## src/rtl/timeout_watchdog_mc.sv

```systemverilog
// Multi-channel timeout watchdog.
// A shared prescaler produces a tick; each channel counts ticks up to its own
// latched limit and reports expiry with a one-cycle pulse plus a sticky flag.
// Channels are independent apart from the shared tick.

// ---------------------------------------------------------------------------
// Shared prescaler: free-running counter that ticks and wraps when it reaches
// presc_div, so the tick period is presc_div + 1 clk cycles.
// ---------------------------------------------------------------------------
module timeout_watchdog_presc #(
    parameter int PRESC_W = 8
) (
    input  logic               clk,
    input  logic               rst,
    input  logic [PRESC_W-1:0] presc_div,
    output logic               tick
);

    logic [PRESC_W-1:0] presc_cnt;

    // Using >= rather than == means a divider lowered below the current count
    // wraps immediately instead of running all the way round.
    assign tick = (presc_cnt >= presc_div);

    // Advance the prescaler, wrapping on every tick.
    always_ff @(posedge clk) begin
        // NOTE: sequential state is always written with <= so every register
        // samples the pre-edge values of its neighbours, whatever the order.
        if (rst) begin
            presc_cnt <= '0;
        end else if (tick) begin
            presc_cnt <= '0;
        end else begin
            presc_cnt <= presc_cnt + PRESC_W'(1);
        end
    end

endmodule

// ---------------------------------------------------------------------------
// One timeout channel: IDLE -> COUNT -> EXPIRED state machine with a shadow
// limit, registered expiry pulse and sticky flag.
// ---------------------------------------------------------------------------
module timeout_watchdog_ch #(
    parameter int CNT_W = 32
) (
    input  logic             clk,
    input  logic             rst,
    input  logic             tick,
    input  logic             en,
    input  logic             kick,
    input  logic             autorel,
    input  logic [CNT_W-1:0] limit,
    input  logic             ack,
    output logic             pulse,
    output logic             flag,
    output logic             flag_nxt
);

    typedef enum logic [1:0] {
        IDLE    = 2'd0,
        COUNT   = 2'd1,
        EXPIRED = 2'd2
    } state_t;

    state_t           state;
    logic [CNT_W-1:0] cnt;
    logic [CNT_W-1:0] shadow;
    logic [CNT_W-1:0] last_cnt;
    logic             shadow_zero;
    logic             cnt_sat;
    logic             expire;

    // A shadow limit of zero disables expiry; the counter then saturates.
    assign shadow_zero = (shadow == '0);
    assign cnt_sat     = (cnt == '1);
    assign last_cnt    = shadow - CNT_W'(1);

    // Expiry decode and next sticky-flag value; a kick or a disable in the
    // same cycle suppresses expiry, and a set beats a coincident ack.
    always_comb begin
        // NOTE: every signal assigned here gets a default first, so no path
        // through the block leaves it unassigned and no latch is inferred.
        expire   = 1'b0;
        flag_nxt = flag & ~ack;
        if ((state == COUNT) && en && !kick && tick && !shadow_zero &&
            (cnt == last_cnt)) begin
            expire = 1'b1;
        end
        if (expire) begin
            flag_nxt = 1'b1;
        end
    end

    // Channel state machine with registered pulse and flag outputs.
    always_ff @(posedge clk) begin
        if (rst) begin
            state  <= IDLE;
            cnt    <= '0;
            shadow <= '0;
            pulse  <= 1'b0;
            flag   <= 1'b0;
        end else begin
            pulse <= expire;
            flag  <= flag_nxt;

            if (!en) begin
                // Disable wins from any state; the flag is left alone.
                state <= IDLE;
                cnt   <= '0;
            end else begin
                unique case (state)
                    IDLE: begin
                        state  <= COUNT;
                        cnt    <= '0;
                        shadow <= limit;
                    end

                    COUNT: begin
                        if (kick) begin
                            // Restart beats a same-cycle tick.
                            cnt    <= '0;
                            shadow <= limit;
                        end else if (tick) begin
                            if (expire) begin
                                state <= EXPIRED;
                                cnt   <= '0;
                            end else if (shadow_zero) begin
                                if (!cnt_sat) begin
                                    cnt <= cnt + CNT_W'(1);
                                end
                            end else begin
                                cnt <= cnt + CNT_W'(1);
                            end
                        end
                    end

                    EXPIRED: begin
                        // One-shot parks here until disabled, ignoring kicks;
                        // auto-reload re-arms after a single cycle.
                        cnt <= '0;
                        if (autorel) begin
                            state  <= COUNT;
                            shadow <= limit;
                        end
                    end

                    default: begin
                        state <= IDLE;
                        cnt   <= '0;
                    end
                endcase
            end
        end
    end

endmodule

// ---------------------------------------------------------------------------
// Top level: prescaler, channel array and the registered any_timeout summary.
// ---------------------------------------------------------------------------
module timeout_watchdog_mc #(
    parameter int N_CH    = 4,
    parameter int CNT_W   = 32,
    parameter int PRESC_W = 8
) (
    input  logic                  clk,
    input  logic                  rst,
    input  logic [PRESC_W-1:0]    presc_div,
    input  logic [N_CH-1:0]       ch_en,
    input  logic [N_CH-1:0]       ch_kick,
    input  logic [N_CH-1:0]       ch_autorel,
    input  logic [N_CH*CNT_W-1:0] time_limit,
    input  logic [N_CH-1:0]       ch_ack,
    output logic [N_CH-1:0]       timeout_pulse,
    output logic [N_CH-1:0]       timeout_flag,
    output logic                  any_timeout
);

    logic            tick;
    logic [N_CH-1:0] flag_nxt;

    timeout_watchdog_presc #(
        .PRESC_W (PRESC_W)
    ) u_presc (
        .clk       (clk),
        .rst       (rst),
        .presc_div (presc_div),
        .tick      (tick)
    );

    for (genvar i = 0; i < N_CH; i++) begin : g_ch
        timeout_watchdog_ch #(
            .CNT_W (CNT_W)
        ) u_ch (
            .clk      (clk),
            .rst      (rst),
            .tick     (tick),
            .en       (ch_en[i]),
            .kick     (ch_kick[i]),
            .autorel  (ch_autorel[i]),
            .limit    (time_limit[i*CNT_W +: CNT_W]),
            .ack      (ch_ack[i]),
            .pulse    (timeout_pulse[i]),
            .flag     (timeout_flag[i]),
            .flag_nxt (flag_nxt[i])
        );
    end

    // Summary flag is built from next-state flags so it lines up with
    // timeout_flag cycle for cycle while still coming straight from a register.
    always_ff @(posedge clk) begin
        if (rst) begin
            any_timeout <= 1'b0;
        end else begin
            any_timeout <= |flag_nxt;
        end
    end

endmodule
```

## config.mk

```make
export PLATFORM = sky130hd
export DESIGN_NAME = timeout_watchdog_mc
export DESIGN_NICKNAME = d
export VERILOG_FILES = /design/src/rtl/timeout_watchdog_mc.sv
export SDC_FILE = /design/constraint.sdc
export NUM_CORES = 1
export LEC_CHECK = 0
export BUFFER_PORTS_ARGS = -buffer_cell sky130_fd_sc_hd__buf_2
export CAP_MARGIN = 15
export CORE_ASPECT_RATIO = 0.75
export CORE_MARGIN = 3
export CORE_UTILIZATION = 55
export DETAILED_ROUTE_END_ITERATION = 8
export MAX_ROUTING_LAYER = met4
export PLACE_DENSITY = 0.75
export SYNTH_ARGS = -nofsm -noshare
export SYNTH_HDL_FRONTEND = slang
export SYNTH_SLANG_ARGS = --single-unit
export TNS_END_PERCENT = 5
```

## constraint.sdc

```tcl
create_clock -name clk -period 3.5 [get_ports clk]
set_input_delay 0.525 -clock clk [delete_from_list [all_inputs] [get_ports clk]]
set_output_delay 0.525 -clock clk [all_outputs]
set_load 0.02 [all_outputs]
```

==> summary.md <==
| Metric | Value |
|---|---|
| Post-layout util | 0.6459 |
| Post-route minimum period | roughly 3.3 ns |
| Width of the chip | around 210 um |
| Internal power | between 5 and 6 mW |
| CTS H-tree lvls | 1 |
| CTS Root Cell | clkbuf_16 |
| Avg Synthesized Cell Area | approximately 7.8 sq um |
| Largest net degree at the start of global routing | 57 |
| Post-DR vias/cell | 5.768 |
| Comb power frac | 0.161 |
| Worst skew pair latency | around 0.56 ns |
| Cells after synthesis | 2,146 |
| Commonest non-fill, non-tap cells in the layout | nand2_1, dfxtp_1, nor2_1, buf_2, xnor2_1 |
| DRC | 0 |
| Die Area | approximately 32,000 sq um |
| Max_cap viols | 0 |
| Ant. Diodes | 0 |
| Worst Path Max Fanout | 32 |
| Initial Util | 0.5657 |
| 1st-pass router iterations | 5 |
| Hold path depth | 3 |
| Final Cell Area | about 19,000 sq um |
| TritonCTS Buffers | 29 |
| Clock share of power | 0.390 |
| Routability Congestion | ~0.94 |
| RR Endpoint | g_ch[2].u_ch.cnt[13] |
| Port bufs | approximately 160 |
| R2r setup slk | 0.24 ns |
| Ports | approximately 160 |
| Max Freq | slightly above 0.3 GHz |
| Tot Pwr | approximately 7.6 mW |
| Sequential fraction of the synthesis area | 0.3376 |
| Req. time, crit path | 3.94 ns |
| Launch point of the worst hold path | time_limit[20] |
| Worst vdd ir | 343.9 uV |
| Number of vias in the routed layout | about 16,000 |
| Pwr per Cell Area | between 400 and 500 nW/um^2 |
| Pins Over Slew Limit | 0 |
| Leak | between 6 and 7 nW |
| Worst slew pin tran | around 1.1 ns |
| Post-synth EDFFs | 0 |
| Final Hold Fails | 0 |
| Initial antenna violation count | 0 |
| First-pass GRT wire length | between 70 and 80 mm |
| Area of the multi-input gates | 10,310 sq um |
| DR WL/cell | about 17 um |
| Starting DRT DRC Count | around 1,300 |
| Setup violators final | 0 |
| Switching Share | 0.2846 |
| YS warnings | 0 |
| Post-DP Area | approximately 18,000 sq um |
| CTS tree | built |
| TNS Setup | 0 ns |
| Worst-path clk slew | roughly 0.070 ns |
| Fraction of the cycle the final worst path needs | 0.9301 |
| Outcome | completed |
| Vias in the first global route | between 10,000 and 15,000 |
| Detail Placement HPWL | 35.25 mm |
| Worst Hold End | g_ch[0].u_ch.shadow[20] |
| Final antenna-violating net count | 0 |
| Overall Global Routing Usage | 0.2857 |
| Most common cell after layout, fill and taps aside | nand2_1 |
| Final Routed Wirelength | between 40 and 50 mm |
| NumNets Final | 2,470 |
| Grt total ovfl | 0 |
| Post-Syn Area | roughly 17,000 sq um |
| RSZ-0062 raised after global routing | no |
| Flops & latches, synth | 281 |
| Crit path capture type | flip-flop |
| Core ar. | just under 30,000 sq um |
| FFs w/ async S/R, synth | 0 |
| Fill count | ~2,600 |
| Arrival time worst endpoint | between 3 and 4 ns |
| Row count | 54 |
| Post-Syn Nets | about 2,300 |
| Min-Delay Path Class | input pin to flip-flop |
| Largest buffer count on any clock path | 3 |
| Top FF cell, synth | dfxtp_1 |
| Area Growth Syn to Fin | 14.19% |
| Die H | between 150 and 200 um |
| CTS Sinks | 281 |
| Psw | ~2.2 mW |
| Clk_skew | about 0.013 ns |
| Share of layout cells above drive strength 1 | 0.1567 |
| Seq pwr share | 0.449 |
| Slew margin rel. | 0.2606 |
| RR Startpoint | g_ch[2].u_ch.shadow[0] |
| Register area | 5625 sq um |
| Worst R2R Path Depth | 10 |
| CP Launch Type | flip-flop |
| Netlist cell types | 80 |
| Worst Path Class, Setup | flip-flop to flip-flop |
| Hold slack | 0.1998 ns |
==> cells by family (layout without fill, tap and decap cells) <==
family | Yosys count | in the layout | share of synthesized area
AOI/OAI and AO/OA | 275 | 275 | 0.1000
buffers and inverters | 176 | 347 | 0.04715
and+or+nand+nor | 1090 | 1090 | 0.3375
xor gates and xnor gates | 276 | 276 | 0.1451
muxes | 27 | 27 | 0.01689
DFF | 281 | 281 | 0.3376
adders and majority gates | 21 | 21 | 0.01577
==> Yosys cell counts (5+ instances only) <==
cell | number | share of area
and4_1 | 18 | 0.0095
nor4_2 | 8 | 0.0060
nor4b_1 | 13 | 0.0068
xor2_1 | 121 | 0.064
a21oi_1 | 153 | 0.046
or4_1 | 19 | 0.0086
xnor2_1 | 155 | 0.081
mux2_2 | 8 | 0.0054
nand3b_1 | 13 | 0.0059
or2_2 | 7 | 0.0026
buf_4 | 11 | 0.0050
nand2_1 | 369 | 0.083
dfxtp_1 | 281 | 0.34
nand4b_1 | 13 | 0.0068
o31ai_1 | 9 | 0.0041
and2_1 | 10 | 0.0038
nand4_1 | 60 | 0.023
nor3b_1 | 10 | 0.0045
a21boi_0 | 5 | 0.0023
nor4_1 | 61 | 0.023
ha_1 | 21 | 0.016
mux2i_1 | 18 | 0.011
nor2_1 | 209 | 0.047
o41ai_1 | 5 | 0.0026
nand3_1 | 72 | 0.022
nor2b_1 | 19 | 0.0071
or3_1 | 20 | 0.0075
nand2b_1 | 11 | 0.0041
clkbuf_1 | 91 | 0.020
o21ai_0 | 27 | 0.0081
o21a_1 | 5 | 0.0023
a31oi_1 | 10 | 0.0038
buf_2 | 10 | 0.0030
inv_1 | 56 | 0.013
and3_1 | 25 | 0.0094
nor3_1 | 82 | 0.025
nor2_4 | 30 | 0.020
==> worst max path at each step <==
stage                            from              endpoint  slack, ns  cells after the start
3_3_place_gp   g_ch[1].u_ch.shadow[4]   g_ch[1].u_ch.cnt[4]       0.17                     10
3_5_place_dp   g_ch[1].u_ch.shadow[4]  g_ch[1].u_ch.cnt[16]      -0.06                     10
2_1_floorplan            presc_div[6]  g_ch[3].u_ch.cnt[28]       0.44                     11
5_1_grt        g_ch[1].u_ch.shadow[0]  g_ch[1].u_ch.cnt[24]      0.003                     12
6_report       g_ch[2].u_ch.shadow[0]  g_ch[2].u_ch.cnt[13]       0.24                     10
4_1_cts        g_ch[1].u_ch.shadow[0]  g_ch[1].u_ch.cnt[31]       0.09                     12
==> critical path, cell delays in order, from the launching register on <==
cell and delay (ns):
dfxtp_1 0.36, or4_1 0.59, nor4_1 0.30, mux2_2 0.38, a211o_1 0.26, nor4_1 0.29, and4_1 0.24, nand4_1 0.21
nand3_1 0.22, buf_12 0.20, nor2_1 0.07
==> cell type report <==
class	instances	area share
clock buffer	34	0.04018
clock inverter	19	0.007496
multi-input combinational	1689	0.5418
tap	392	0.02578
sequential	281	0.2956
inverter	56	0.01105
timing repair buffer	238	0.07812
==> power groups by stage <==
stage | registers, mW | clock network [mW] | logic [mW]
floorplan | 3.44 | 0 | 0.830
global placement | 3.50 | 0 | 1.16
detailed placement | 3.50 | 0 | 1.19
CTS | 3.43 | 3.05 | 1.20
global route | 3.45 | 3.16 | 1.36
finish | 3.43 | 2.98 | 1.23
==> sequential cells by signal, summed over array words and instances, names as in the netlist <==
| signal | flops |
|---|---|
| g_ch.u_ch.flag | 4 |
| any_timeout | 1 |
| g_ch.u_ch.shadow | 128 |
| g_ch.u_ch.state | 8 |
| g_ch.u_ch.cnt | 128 |
| u_presc.presc_cnt | 8 |
| g_ch.u_ch.pulse | 4 |
==> stage by stage <==
stage | instances | worst slack [ns]
6_report | 2709 | 0.2447
4_1_cts | 2706 | 0.09079
2_1_floorplan | 2146 | 0.4426
5_1_grt | 2709 | 0.003487
3_5_place_dp | 2653 | -0.05501
3_3_place_gp | 2653 | 0.1741
==> routing by layer <==
| metal | vias to the layer above | global-route usage | wire, um |
|---|---|---|---|
| met5 | - | - | 0 |
| met4 | 0 | 0.06192 | 1032 |
| met3 | 82 | 0.03369 | 2464 |
| met2 | 455 | 0.4584 | 21080 |
| met1 | 7359 | 0.3899 | 21490 |
| li1 | 7730 | - | - |
==> repair_timing <==
action,in CTS,in global routing
buffers inserted,0,1
endpoints found under the hold margin,0,0
hold buffers,0,0
pin swaps,0,4
setup endpoints to repair,32,76
resized for setup,1,9
No activity file was read; power rests on OpenSTA's default activity.
